## src/rtl/if_fetch_stage.sv

```systemverilog
`default_nettype none
// ============================================================================
// Module  : if_fetch_stage
// Brief   : RISC-V IF stage. Keeps one imem request in flight and holds one
//           stalled response in a buffer. Feeds the IF/ID register.
// Rev     : 1.0
// ============================================================================
module if_fetch_stage #(
    parameter int                  PC_W      = 9,
    parameter int                  INSTR_W   = 32,
    parameter logic [PC_W-1:0]     RESET_PC  = '0,
    parameter logic [INSTR_W-1:0]  NOP_INSTR = INSTR_W'(32'h00000013)
) (
    input  logic               clk,
    input  logic               reset,
    input  logic               stall_i,
    input  logic               redirect_i,
    input  logic [PC_W-1:0]    redirect_pc_i,
    output logic               imem_req_o,
    output logic [PC_W-1:0]    imem_addr_o,
    input  logic               imem_rvalid_i,
    input  logic [INSTR_W-1:0] imem_rdata_i,
    output logic [PC_W-1:0]    Curr_Pc_o,
    output logic [INSTR_W-1:0] Curr_Instr_o,
    output logic               valid_o
);

    typedef enum logic [1:0] {
        ST_FETCH = 2'd0,
        ST_WAIT  = 2'd1,
        ST_HOLD  = 2'd2
    } state_t;

    state_t             state, state_n;
    logic [PC_W-1:0]    pc, pc_n;
    logic [PC_W-1:0]    req_pc, req_pc_n;
    logic               drop, drop_n;
    logic [PC_W-1:0]    buf_pc, buf_pc_n;
    logic [INSTR_W-1:0] buf_instr, buf_instr_n;
    logic [PC_W-1:0]    curr_pc, curr_pc_n;
    logic [INSTR_W-1:0] curr_instr, curr_instr_n;
    logic               valid, valid_n;
    logic               req;

    // Gated by reset so no request escapes while reset is held low.
    assign req          = reset && (state == ST_FETCH) && !redirect_i;
    assign imem_req_o   = req;
    assign imem_addr_o  = pc;
    assign Curr_Pc_o    = curr_pc;
    assign Curr_Instr_o = curr_instr;
    assign valid_o      = valid;

    always_ff @(posedge clk or negedge reset) begin
        if (!reset) begin
            state      <= ST_FETCH;
            pc         <= RESET_PC;
            req_pc     <= RESET_PC;
            drop       <= 1'b0;
            buf_pc     <= '0;
            buf_instr  <= NOP_INSTR;
            curr_pc    <= '0;
            curr_instr <= NOP_INSTR;
            valid      <= 1'b0;
        end else begin
            state      <= state_n;
            pc         <= pc_n;
            req_pc     <= req_pc_n;
            drop       <= drop_n;
            buf_pc     <= buf_pc_n;
            buf_instr  <= buf_instr_n;
            curr_pc    <= curr_pc_n;
            curr_instr <= curr_instr_n;
            valid      <= valid_n;
        end
    end

    always_comb begin
        state_n      = state;
        pc_n         = pc;
        req_pc_n     = req_pc;
        drop_n       = drop;
        buf_pc_n     = buf_pc;
        buf_instr_n  = buf_instr;
        curr_pc_n    = curr_pc;
        curr_instr_n = curr_instr;
        valid_n      = valid;

        if (redirect_i) begin
            // Flush wins over stall; an in-flight response must be swallowed.
            valid_n      = 1'b0;
            curr_instr_n = NOP_INSTR;
            buf_pc_n     = '0;
            buf_instr_n  = NOP_INSTR;
            pc_n         = redirect_pc_i & ~PC_W'(3);
            state_n      = ST_FETCH;
            drop_n       = 1'b0;
            if (state == ST_WAIT && !imem_rvalid_i) begin
                state_n = ST_WAIT;
                drop_n  = 1'b1;
            end
        end else begin
            if (!stall_i) begin
                valid_n      = 1'b0;
                curr_instr_n = NOP_INSTR;
            end
            case (state)
                ST_FETCH: begin
                    if (req) begin
                        state_n  = ST_WAIT;
                        req_pc_n = pc;
                    end
                end
                ST_WAIT: begin
                    if (imem_rvalid_i) begin
                        if (drop) begin
                            drop_n  = 1'b0;
                            state_n = ST_FETCH;
                        end else if (!stall_i) begin
                            curr_pc_n    = req_pc;
                            curr_instr_n = imem_rdata_i;
                            valid_n      = 1'b1;
                            pc_n         = pc + PC_W'(4);
                            state_n      = ST_FETCH;
                        end else begin
                            buf_pc_n    = req_pc;
                            buf_instr_n = imem_rdata_i;
                            pc_n        = pc + PC_W'(4);
                            state_n     = ST_HOLD;
                        end
                    end
                end
                ST_HOLD: begin
                    if (!stall_i) begin
                        curr_pc_n    = buf_pc;
                        curr_instr_n = buf_instr;
                        valid_n      = 1'b1;
                        state_n      = ST_FETCH;
                    end
                end
                default: state_n = ST_FETCH;
            endcase
        end
    end

endmodule
`default_nettype wire

```

## config.mk

```make
export PLATFORM = sky130hd
export DESIGN_NAME = if_fetch_stage
export DESIGN_NICKNAME = d
export VERILOG_FILES = /design/src/rtl/if_fetch_stage.sv
export SDC_FILE = /design/constraint.sdc
export NUM_CORES = 1
export LEC_CHECK = 0
export ABC_AREA = 1
export BUFFER_PORTS_ARGS = -buffer_cell sky130_fd_sc_hd__buf_2
export CAP_MARGIN = 20
export CORE_MARGIN = 4
export CORE_UTILIZATION = 55
export CTS_BUF_LIST = sky130_fd_sc_hd__clkbuf_4 sky130_fd_sc_hd__clkbuf_8 sky130_fd_sc_hd__clkbuf_16
export DETAILED_ROUTE_END_ITERATION = 10
export HOLD_SLACK_MARGIN = 0.15
export PLACE_DENSITY = 0.85
export RECOVER_POWER = 100
export SKIP_LAST_GASP = 1
export SLEW_MARGIN = 15
export SYNTH_ARGS = -nofsm -noshare
export SYNTH_HDL_FRONTEND = slang
export SYNTH_SLANG_ARGS = --single-unit
```

## constraint.sdc

```tcl
create_clock -name clk -period 2.25 [get_ports clk]
set_clock_uncertainty 0.1 [all_clocks]
set_input_delay 0.1125 -clock clk [delete_from_list [all_inputs] [get_ports clk]]
set_output_delay 0.1125 -clock clk [all_outputs]
set_load 0.02 [all_outputs]
```

---- Word level (Yosys, flattened, before mapping) ----
Index checks and enable logic that the tools add are counted.
word-level totals
  register bits ........................... 104
  word-level logic and storage cells ...... 81
  input bits .............................. 46
  output and inout port bits .............. 52
cells by class
  eq/ne operators ......................... 10
  $add $sub $neg .......................... 1
  bitwise operators ....................... 1
  multiplexer cells ....................... 44
  reductions and logical operators ........ 16
operator list
  kind                   number
  $mux W32               11
  $mux W9                13
  $pmux W32 S2           1
  $pmux W9 S2            1
  $mux W2                6
  $mux W1                10
  $ne A2 B2 Y1 const B   5
  $add A9 B3 Y9 const B  1
  $ne A3 B3 Y1 const B   3
  $reduce_and A3 Y1      3
  $reduce_bool A2 Y1     4
  $pmux W2 S3            1
  $reduce_and A6 Y1      1
  $reduce_and A4 Y1      1
  $logic_and A1 B1 Y1    3
  $eq A2 B1 Y1 const B   1
  $eq A2 B2 Y1 const B   1
  $logic_not A1 Y1       2
  $logic_not A2 Y1       1
  $pmux W1 S2            1
  $reduce_and A2 Y1      1
  $not A1 Y1             1

---- Logic depth before layout (Yosys ltp) ----
Gate-level depths: netlist (run 1).
  depth in word-level cells ............... 6
  depth in mapped cells ................... 10
  mapped depth without buffers ............ 8

---- Least setup slack after synthesis (run 1) ----
OpenSTA, ideal clock, no wires.
  path kind ............................... reg2reg
  start ................................... register state[1]
  end ..................................... register buf_instr[14]
  library setup time ...................... 0.122 ns
  period minus slack after synthesis ...... 1.589 ns
  required time ........................... 2.028 ns
  arrival ................................. 1.367 ns
  cell stages (with the launch flop) ...... 8
  buffers on the path ..................... 2
  setup slack ............................. 0.661 ns
  cell sequence ........................... dfrtp_1 inv_1 ha_1 nand2_1 o21ai_2 buf_2 buf_4 a21oi_1
between the ends
  longest elaborated chain between the ends .. 3
RTL lines
  item                                 RTL line  text
  start: declaration                   34        state_t state, state_n;
  start signal: assignment             65        state <= state_n;
  $eq A2 B1 Y1                         106       case (state)
  $reduce_bool A2 Y1 (no source line)  --
  $reduce_and A4 Y1 (no source line)   --
  end signal: assignment               70        buf_instr <= buf_instr_n;
  end: declaration                     39        logic [INSTR_W-1:0] buf_instr, buf_instr_n;
Every way passes these cells.
A chain may end at the register's enable or synchronous reset.

---- Worst setup path after layout (run 1) ----
  start ................................... register state[1]
  end ..................................... register curr_instr[30], in the netlist Curr_Instr_o[30]
between the ends
  longest elaborated chain between the ends .. 3
  elaborated cells on any way between the ends .. 4
  classes of those cells .................. eq/ne (2); mux (2)
RTL lines
  item                                          RTL line  text
  $eq A2 B2 Y1 or $eq A2 B1 Y1 (tied branches)  106
  $pmux W32 S2 (*)                              106
  $mux W32 (*)                                  88        if (redirect_i) begin
  named net curr_instr_n[30]                    41        logic [INSTR_W-1:0] curr_instr, curr_instr_n;
  end signal: assignment                        72        curr_instr <= curr_instr_n;
  end: declaration                              41
The timed path passes the listed nets; every way through them passes the cells marked *.

==> Flow_metrics.wiki, run 1 <==
{| class="wikitable"
! Metric !! Value
|-
| Count of unresolved DRC violations after routing || 0
|-
| Initial standard-cell utilization of the core || around 57%
|-
| Worst-case setup slack after placement || around 300 ps
|-
| Post-CTS Setup Inserts || 0
|-
| Largest fanout of any net on the critical path || 6
|-
| Die area || between 10000 and 15000 um2
|-
| Sum Neg Setup Slack || 0 ps
|-
| Number of standard cells in the layout, taps in and fillers out || between 800 and 900
|-
| Top cell type's share of synthesized area || between 40% and 50%
|-
| Critical Path RT || 2440 ps
|-
| Skew-Pair Late Insertion Delay || 370 ps
|-
| Via count of the first global-routing pass || about 4400
|-
| Static leakage || 2.68 nW
|-
| Number of placed instances with taps included || approximately 800
|-
| Data arrival, critical path || ~2300 ps
|-
| Beginning of the critical path || state[1]
|-
| Clock tree from TritonCTS || done
|-
| Global route overflow || 0
|-
| Final critical path time including I/O delays and setup || 2100 ps
|-
| Worst reg2reg path startpoint || state[1]
|-
| RSZ-0062 raised after global routing || no
|-
| Type of the worst setup path || reg2reg
|-
| First drt pass iteration count || 5
|-
| Total number of vias || between 4000 and 5000
|-
| Mean Syn Cell Area || between 7 and 8 um2
|-
| Initial antenna violation count || 0
|-
| Critical path startpoint category || flip-flop
|-
| Wire length of the first global-routing pass || about 21 mm
|-
| HP Start || Curr_Pc_o[8]
|-
| Power density over the cells || slightly below 900 nW/um2
|-
| Area contributors post-synth || sky130_fd_sc_hd__dfrtp_1, sky130_fd_sc_hd__nand2_1, sky130_fd_sc_hd__a21oi_1
|-
| H-tree levels || 3
|-
| Number of CTS-inserted buffers || 9
|-
| Largest net degree at the start of global routing || between 50 and 60
|-
| Clock tree sinks || just under 100
|-
| Number of maximum-capacitance violations || 0
|-
| Remaining antenna violation count || 0
|-
| Count of boundary I/O pins || just under 100
|-
| Seq cells post-synth || a little under 100
|-
| Port bufs || 93
|-
| Overall global routing resource usage || approximately a quarter
|-
| Per-cell routed wire length || 14.3 um
|-
| Final number of max-transition violations || 0
|-
| Buffer cell driving the clock tree root || sky130_fd_sc_hd__clkbuf_8
|-
| Slew of the pin with the lowest slew margin || around 1100 ps
|-
| Post-synthesis to final-layout area growth || 24.0%
|-
| CP endpoint kind || flip-flop
|-
| Crit path setup slack, layout || roughly 150 ps
|-
| Max VDD drop || around 0.00038 V
|-
| Register clock-pin slew on the reported worst setup and hold paths || around 90 ps
|-
| Clock buffer depth || 2
|-
| Initial detailed-routing violation count || approximately 330
|-
| Share of post-route cells with drive strength above 1 || between 10% and 20%
|-
| Mapped Area || 4790 um2
|-
| Number of vias per cell after detailed routing || between 5 and 6
|-
| Instance count of the mapped netlist || 620
|-
| Synth warnings || 0
|-
| Class of the tightest hold or removal check || reg2reg
|-
| Power Total || between 0.005 and 0.006 W
|-
| Max Freq || around 480 MHz
|-
| Chip Width || 101 um
|-
| ANT cells || 0
|-
| Height of the chip || just over 100 um
|-
| Outcome || finished clean
|-
| Normalized max-slew margin || 28.4%
|-
| Library cells used by synthesis || 27
|-
| Total Wirelength || 12.4 mm
|-
| Sequential fraction of the synthesis area || between 50% and 60%
|-
| Number of placement rows || 33
|-
| Endpoints failing hold || 0
|-
| Number of nets in the layout || around 810
|-
| Setup violations, final || 0
|-
| Period utilization || approximately 93%
|-
| Dpl hpwl || roughly 7.9 mm
|-
| Post-synthesis cell type with the largest combined area || sky130_fd_sc_hd__dfrtp_1
|-
| Placeable core area || around 8300 um2
|-
| Weighted congestion at the end of routability-driven global placement || approximately 0.87
|}
power by group:
group	internal, W	switching, W	leakage, nW
logic	0.000644	0.00130	1.36
registers	0.00213	0.000237	1.25
clock network	0.000387	0.000603	0.0769
stage by stage:
step	instance area (um2)	hold WS (ps)	util [%]
4_1_cts	6020	268	72.2
6_report	5940	402	71.2
5_1_grt	5940	414	71.2
3_5_place_dp	5310	-81.4	63.6
2_1_floorplan	4790	-283	-
3_3_place_gp	5310	-88.1	63.6
cells by family after synthesis:
| family | Yosys count | synth area share, % |
|---|---|---|
| other | 1 | 0.0783 |
| AOI/OAI and AO/OA | 135 | 14.6 |
| buffers and inverters | 72 | 7.13 |
| and+or+nand+nor | 307 | 25.2 |
| muxes | 2 | 0.418 |
| adders and majority gates | 5 | 1.31 |
| DFF | 98 | 51.4 |
placed cells by master (no fill, tap or decap), types with 20 or more instances in the layout:
master                            n
sky130_fd_sc_hd__inv_1           29
sky130_fd_sc_hd__buf_2           41
sky130_fd_sc_hd__o21ai_0         58
sky130_fd_sc_hd__clkbuf_1        53
sky130_fd_sc_hd__nand2_1        227
sky130_fd_sc_hd__dlygate4sd3_1   56
sky130_fd_sc_hd__a21oi_1         68
sky130_fd_sc_hd__dfrtp_1         92
sky130_fd_sc_hd__nand3_1         20
sky130_fd_sc_hd__nor2_1          51
flip-flops by register name, summed over array words and instances, names as in the netlist:
register	cells
imem_addr_o	7
Curr_Pc_o	8
state	2
drop	1
valid_o	1
buf_pc	8
buf_instr	32
Curr_Instr_o	32
req_pc	7
Yosys cell counts:
master                     instances
sky130_fd_sc_hd__dfrtp_1          92
sky130_fd_sc_hd__a21oi_4           1
sky130_fd_sc_hd__buf_4             8
sky130_fd_sc_hd__nand3b_1          1
sky130_fd_sc_hd__clkbuf_1          9
sky130_fd_sc_hd__nor3_1            3
sky130_fd_sc_hd__buf_1             1
sky130_fd_sc_hd__nand3_1          20
sky130_fd_sc_hd__a31oi_1           1
sky130_fd_sc_hd__nor2_4            1
sky130_fd_sc_hd__mux2i_1           2
sky130_fd_sc_hd__ha_1              5
sky130_fd_sc_hd__buf_2            21
sky130_fd_sc_hd__nand2_1         227
sky130_fd_sc_hd__o21ai_2           1
sky130_fd_sc_hd__buf_6             2
sky130_fd_sc_hd__o21ai_1          12
sky130_fd_sc_hd__nor2_1           50
sky130_fd_sc_hd__o211ai_1          2
sky130_fd_sc_hd__nor2_2            1
sky130_fd_sc_hd__or2_2             4
sky130_fd_sc_hd__dfstp_2           6
sky130_fd_sc_hd__inv_1            29
sky130_fd_sc_hd__o21ai_0          50
sky130_fd_sc_hd__conb_1            1
sky130_fd_sc_hd__a21oi_1          68
sky130_fd_sc_hd__inv_2             2
layer usage:
metal,routed length (um),up-vias,global-route usage (%)
met2,5970,211,41.0
met5,0,-,0
li1,-,2245,-
met3,846,39,4.06
met1,5200,2217,34.6
met4,381,0,10.6
worst max-delay path, cell delays in order (launching register included):
cell                            delay, ps
sky130_fd_sc_hd__dfrtp_1              370
sky130_fd_sc_hd__inv_1                 90
sky130_fd_sc_hd__ha_1                 470
sky130_fd_sc_hd__inv_1                150
sky130_fd_sc_hd__nand2_1              100
sky130_fd_sc_hd__nand2_1               40
sky130_fd_sc_hd__dlygate4sd3_1        570
sky130_fd_sc_hd__a21oi_1              120
cell type report:
class                      instances  area [um2]
clock buffer                       9         124
clock inverter                     5        33.8
fill                             656        2400
inverter                          31         116
multi-input combinational        451        2000
sequential                        98        2460
tap                              105         131
timing repair buffer             166        1070
path summary, 6_finish.rpt:
path                               endpoint  slack (ps)  cells after the start
setup / recovery           Curr_Instr_o[30]         150                      7
hold / removal                 Curr_Pc_o[8]         400                      2
setup reg to reg           Curr_Instr_o[30]         150                      7
hold reg to reg                Curr_Pc_o[8]         400                      2
max in group asynchronous         buf_pc[4]         510                      3
min in group asynchronous     buf_instr[30]         550                      3
repair_timing:
action	CTS	global route
hold buffers	56	0
endpoints found under the hold margin	165	0
gates resized for setup	0	0
Power figures use the tool's default switching activity.
==> run 2: changes to the inputs <==
CORE_UTILIZATION = 50   (was 55)
PLACE_DENSITY = 0.79   (was 0.85)
==> run 2 against run 1 <==
  * Combinational power fell by 3%
  * Setup slack got worse by 83 ps
  * Flip-flop and latch count did not move
  * Sequential power barely moved
  * Critical path depth did not move
  * Non-clock buffer count fell by 7
  * Via count fell by 2.4%
  * Fmax fell by 3.8%
  * Design area rose by 0.76%
  * Critical endpoint unchanged
==> Flow_metrics.wiki, run 2 (same netlist as run 1, synthesis figures left out) <==
{| class="wikitable"
! Metric !! Value
|-
| Outcome || finished clean
|-
| Dpl hpwl || around 7.9 mm
|-
| Worst-case setup slack after placement || roughly 260 ps
|-
| Wire length of the first global-routing pass || approximately 21 mm
|-
| Critical path startpoint category || flip-flop
|-
| Initial antenna violation count || 0
|-
| Family with the most delay on the worst path || buffers and inverters
|-
| Overall global routing resource usage || 23.0%
|-
| Buffer cell driving the clock tree root || sky130_fd_sc_hd__clkbuf_8
|-
| Post-synthesis to final-layout area growth || 24.9%
|-
| Static leakage || about 2.7 nW
|-
| Largest net degree at the start of global routing || 80
|-
| Sum Neg Setup Slack || 0 ps
|-
| Initial standard-cell utilization of the core || 51.6%
|-
| Total Wirelength || about 12 mm
|-
| Die area || 11200 um2
|-
| Height of the chip || around 110 um
|-
| H-tree levels || 3
|-
| Remaining antenna violation count || 0
|-
| Per-cell routed wire length || roughly 14 um
|-
| Initial detailed-routing violation count || about 380
|-
| Final critical path time including I/O delays and setup || around 2200 ps
|-
| Critical path cell sequence || inv_1, ha_2, inv_2, nor2_1, nand3_1, a21oi_1, dlygate4sd3_1
|-
| Clock buffer depth || 2
|-
| Placeable core area || a little over 9000 um2
|-
| Max VDD drop || slightly above 0.0004 V
|-
| Layout Utilization || 64.5%
|-
| Number of nets in the layout || between 800 and 900
|-
| Period utilization || 96.8%
|-
| Class of the tightest hold or removal check || reg2reg
|-
| Crit path setup slack, layout || about 70 ps
|-
| Clock tree sinks || ~100
|-
| First drt pass iteration count || 5
|-
| Maximum single-stage delay on the critical path || 570 ps
|-
| Clock tree from TritonCTS || done
|-
| Most common cell after layout, fill and taps aside || sky130_fd_sc_hd__nand2_1
|-
| Type of the worst setup path || reg2reg
|-
| Max Freq || roughly 460 MHz
|-
| Data arrival, critical path || ~2400 ps
|-
| Register clock-pin slew on the reported worst setup and hold paths || approximately 90 ps
|-
| Number of placement rows || 35
|-
| Port bufs || just over 90
|-
| RSZ-0062 raised after global routing || no
|-
| Setup violations, final || 0
|-
| Weighted congestion at the end of routability-driven global placement || approximately 0.84
|-
| Slowest CP cell || sky130_fd_sc_hd__dlygate4sd3_1
|-
| Count of boundary I/O pins || 98
|-
| Number of fill cells in the layout || 845
|-
| Endpoints failing hold || 0
|-
| Number of maximum-capacitance violations || 0
|-
| Power density over the cells || around 900 nW/um2
|-
| Normalized max-slew margin || under 10%
|-
| Count of unresolved DRC violations after routing || 0
|-
| CP endpoint kind || flip-flop
|-
| Skew-Pair Late Insertion Delay || 370 ps
|-
| Final number of max-transition violations || 0
|-
| Critical Path RT || between 2000 and 2500 ps
|-
| Largest fanout of any net on the critical path || 9
|-
| Number of vias per cell after detailed routing || between 5 and 6
|-
| Highest-count cells in the layout ignoring fill and taps || sky130_fd_sc_hd__nand2_1, sky130_fd_sc_hd__dfrtp_1, sky130_fd_sc_hd__a21oi_1
|-
| Via count of the first global-routing pass || 4479
|-
| Slew of the pin with the lowest slew margin || 1370 ps
|-
| Number of CTS-inserted buffers || 9
|-
| Post-CTS Setup Inserts || 0
|-
| Chip Width || between 100 and 150 um
|-
| Global route overflow || 0
|-
| Share of post-route cells with drive strength above 1 || between 10% and 20%
|-
| Crit path buf inv count || 3
|-
| ANT cells || 0
|-
| Total number of vias || 4598
|}
run 2: power by group:
part	internal, W	switching (W)
combinational	0.000623	0.00127
sequential	0.00213	0.000237
clock	0.000660	0.000625
run 2: timing repair:
item / CTS / global route
hold buffers: 53 / 0
endpoints found under the hold margin: 172 / 0
gates resized for setup: 0 / 2
setup endpoints to repair: 0 / 2
run 2: layout make-up:
| cell class | count | area (um2) | share of cell area [%] |
|---|---|---|---|
| clock inverters | 5 | 86.3 | 1.44 |
| inverters | 31 | 116 | 1.94 |
| flip-flops and latches | 98 | 2460 | 41.1 |
| well taps | 129 | 161 | 2.70 |
| multi-input cells | 451 | 2000 | 33.4 |
| repair buffers | 159 | 1020 | 17.1 |
| clock buffers | 11 | 139 | 2.32 |
run 2: worst register-to-register path: cells and delay by family (launching register included):
kind / cells / cell delay [ps]
buffers and inverters: 3 / 760
flip-flops: 1 / 390
AND/OR/NAND/NOR: 2 / 380
adder cells (fa/ha/maj): 1 / 320
AO/OA/AOI/OAI: 1 / 170
run 2: path summary, 6_finish.rpt:
check                                  start                to  slack, ps  cells after the start
min in group asynchronous              reset         req_pc[8]        630                      3
worst max register to register      state[1]  Curr_Instr_o[30]         70                      7
worst min register to register  Curr_Pc_o[2]      Curr_Pc_o[2]        390                      2
worst min-delay path            Curr_Pc_o[2]      Curr_Pc_o[2]        390                      2
max in group asynchronous              reset     buf_instr[15]        470                      3
worst max-delay path                state[1]  Curr_Instr_o[30]         70                      7
run 2: metrics by stage:
step | hold WS [ps] | power [W] | instances | instance area (um2)
after floorplan | -283 | 0.00370 | 621 | 4790
after global placement | 152 | 0.00418 | 815 | 5320
after detailed placement | 157 | 0.00426 | 815 | 5320
after CTS | 322 | 0.00561 | 884 | 6070
after global routing | 407 | 0.00593 | 884 | 5980
final | 392 | 0.00555 | 884 | 5980
run 2: layer usage:
layer  wire, um  vias up  track usage (%)
met5          0        -                0
met4        371        0             10.5
met1       5370     2154             30.6
met2       5970      176             37.9
met3        688       41             2.82
li1           -     2227                -
==> run 3: changes to the inputs <==
CELL_PAD_IN_SITES_DETAIL_PLACEMENT = 1   (was default)
CELL_PAD_IN_SITES_GLOBAL_PLACEMENT = 2   (was default)
CORE_UTILIZATION = 31   (was 50)
PLACE_DENSITY = 0.84   (was 0.79)
==> run 3 against run 2 <==
  * Wire length up 22%
  * Count of clock-buffer cells in the layout is 1 higher
  * First-iteration DRC count fell by 29%
  * Critical path type unchanged
  * Combinational power rose by 5%
  * Critical path depth is the same
  * Utilization shrank 24 points
==> Flow_metrics.wiki, run 3 (same netlist as run 1, synthesis figures left out) <==
{| class="wikitable"
! Metric !! Value
|-
| Cell area reported after detailed placement || 5440 um2
|-
| Dpl hpwl || just under 10 mm
|-
| Minimum setup slack among reg-to-reg paths || roughly 190 ps
|-
| Endpoints failing hold || 0
|-
| Final critical path time including I/O delays and setup || ~2100 ps
|-
| Share of post-route cells with drive strength above 1 || 12.2%
|-
| Initial antenna violation count || 0
|-
| Number of vias per cell after detailed routing || between 4 and 5
|-
| HP Start || redirect_i
|-
| Overall global routing resource usage || ~18%
|-
| Total number of vias || around 4600
|-
| Power density over the cells || between 900 and 1000 nW/um2
|-
| Global route overflow || 0
|-
| Critical Path RT || 2430 ps
|-
| Initial standard-cell utilization of the core || around a third
|-
| Count of boundary I/O pins || 98
|-
| Class of the tightest hold or removal check || in2reg
|-
| Critical path startpoint category || flip-flop
|-
| Static leakage || ~2.8 nW
|-
| Normalized max-slew margin || a little under a fifth
|-
| Highest-count cells in the layout ignoring fill and taps || sky130_fd_sc_hd__nand2_1, sky130_fd_sc_hd__dfrtp_1, sky130_fd_sc_hd__a21oi_1
|-
| Number of standard cells in the layout, taps in and fillers out || ~940
|-
| Clock buffer depth || 2
|-
| Number of CTS-inserted buffers || 9
|-
| Per-cell routed wire length || approximately 16 um
|-
| Number of placed instances with taps included || 878
|-
| H-tree levels || 3
|-
| Weighted congestion at the end of routability-driven global placement || 0.776
|-
| Setup violations, final || 0
|-
| Max VDD drop || between 0.0004 and 0.0005 V
|-
| Count of unresolved DRC violations after routing || 0
|-
| ANT cells || 0
|-
| Number of nets in the layout || roughly 800
|-
| Post-CTS Setup Inserts || 0
|-
| RSZ-0062 raised after global routing || no
|-
| Crit Reg-Reg Endpoint || buf_instr[10]
|-
| Largest net degree at the start of global routing || a little under 90
|-
| Number of placement rows || 45
|-
| Fin area || roughly 6200 um2
|-
| Slew of the pin with the lowest slew margin || 1230 ps
|-
| Via count of the first global-routing pass || a little over 5000
|-
| Port bufs || 93
|-
| Number of maximum-capacitance violations || 0
|-
| Initial detailed-routing violation count || 265
|-
| CP endpoint kind || flip-flop
|-
| First drt pass iteration count || 5
|-
| Clock tree sinks || 98
|-
| Post-synthesis to final-layout area growth || 28.6%
|-
| Final number of max-transition violations || 0
|-
| Largest fanout of any net on the critical path || 26
|-
| Placeable core area || ~15000 um2
|-
| Chip Width || about 130 um
|-
| Power Total || 0.00613 W
|-
| Sum Neg Setup Slack || 0 ps
|-
| Worst reg2reg path startpoint || state[1]
|-
| Outcome || finished clean
|-
| Wire length of the first global-routing pass || ~25 mm
|-
| Die area || approximately 18000 um2
|-
| Number of resized instances in the post-cts repair step || 0
|-
| Max Freq || 485 MHz
|-
| Total Wirelength || between 15 and 20 mm
|-
| Register clock-pin slew on the reported worst setup and hold paths || about 70 ps
|-
| Data arrival, critical path || around 2200 ps
|-
| Height of the chip || around 130 um
|-
| Buffer cell driving the clock tree root || sky130_fd_sc_hd__clkbuf_16
|-
| Period utilization || 91.6%
|-
| Hold Crit Endpoint || buf_instr[31]
|-
| Hold Path Cell Cnt || 4
|-
| Remaining antenna violation count || 0
|-
| Type of the worst setup path || reg2reg
|-
| Skew-Pair Late Insertion Delay || approximately 360 ps
|-
| Clock tree from TritonCTS || done
|-
| Most common cell after layout, fill and taps aside || sky130_fd_sc_hd__nand2_1
|-
| Reg2reg path depth || 7
|}
run 3: changes by cell type in the layout (fill, tap and decap cells not counted), moves of 2 or more:
cell	change
sky130_fd_sc_hd__buf_2	+2
sky130_fd_sc_hd__buf_4	+4
sky130_fd_sc_hd__clkbuf_16	+9
sky130_fd_sc_hd__clkbuf_2	-3
sky130_fd_sc_hd__clkbuf_8	-6
sky130_fd_sc_hd__clkinv_4	-2
sky130_fd_sc_hd__dlygate4sd3_1	-6
run 3: cell type report:
type                            count  area, um2
Sequential cell                    98       2460
Timing Repair Buffer              157       1010
Inverter                           31        116
Tap cell                          188        235
Fill cell                        1846       8990
Clock inverter                      4       72.6
Clock buffer                       12        267
Multi-Input combinational cell    451       2000
run 3: metal layers:
layer / part of all wire [%] / GRT usage (%)
met1: 45 / 22.3
met2: 50 / 30.6
met3: 3.5 / 3.82
met4: 1.8 / 6.52
met5: 0 / 0
run 3: report_power, final:
| part | switching, W | internal, W | total, W |
|---|---|---|---|
| registers | 0.000240 | 0.00213 | 0.00237 |
| logic | 0.00134 | 0.000647 | 0.00199 |
| clock network | 0.000709 | 0.00106 | 0.00177 |
| total | 0.00229 | 0.00384 | 0.00613 |
run 3: repair_timing:
action	CTS	global route
hold buffers	47	0
hold endpoints to repair	164	0
setup endpoints to repair	0	0
run 3: how the worst max path moves through the flow:
stage | from | to | slack, ps
4_1_cts | state[1] | Curr_Pc_o[8] | 230
5_1_grt | state[1] | buf_instr[11] | 40
2_1_floorplan | state[1] | buf_instr[14] | 660
3_5_place_dp | state[1] | Curr_Pc_o[4] | 320
6_report | state[1] | buf_instr[10] | 190
3_3_place_gp | state[1] | Curr_Pc_o[8] | 360
run 3: worst max-delay path: stages, from the launching register on:
cell,delay [ps]
sky130_fd_sc_hd__dfrtp_1,390
sky130_fd_sc_hd__inv_1,120
sky130_fd_sc_hd__ha_2,330
sky130_fd_sc_hd__nand2_1,140
sky130_fd_sc_hd__o21ai_4,200
sky130_fd_sc_hd__buf_2,450
sky130_fd_sc_hd__nor2_1,90
sky130_fd_sc_hd__a21oi_1,140
run 3: through the flow:
stage          utilization (%)  hold slack (ps)  setup WS, ps
2_1_floorplan                -             -283           661
3_3_place_gp              35.9             -103           362
3_5_place_dp              35.9            -99.5           323
4_1_cts                   41.2              189           233
5_1_grt                   40.7              241          39.3
6_report                  40.7              182           189
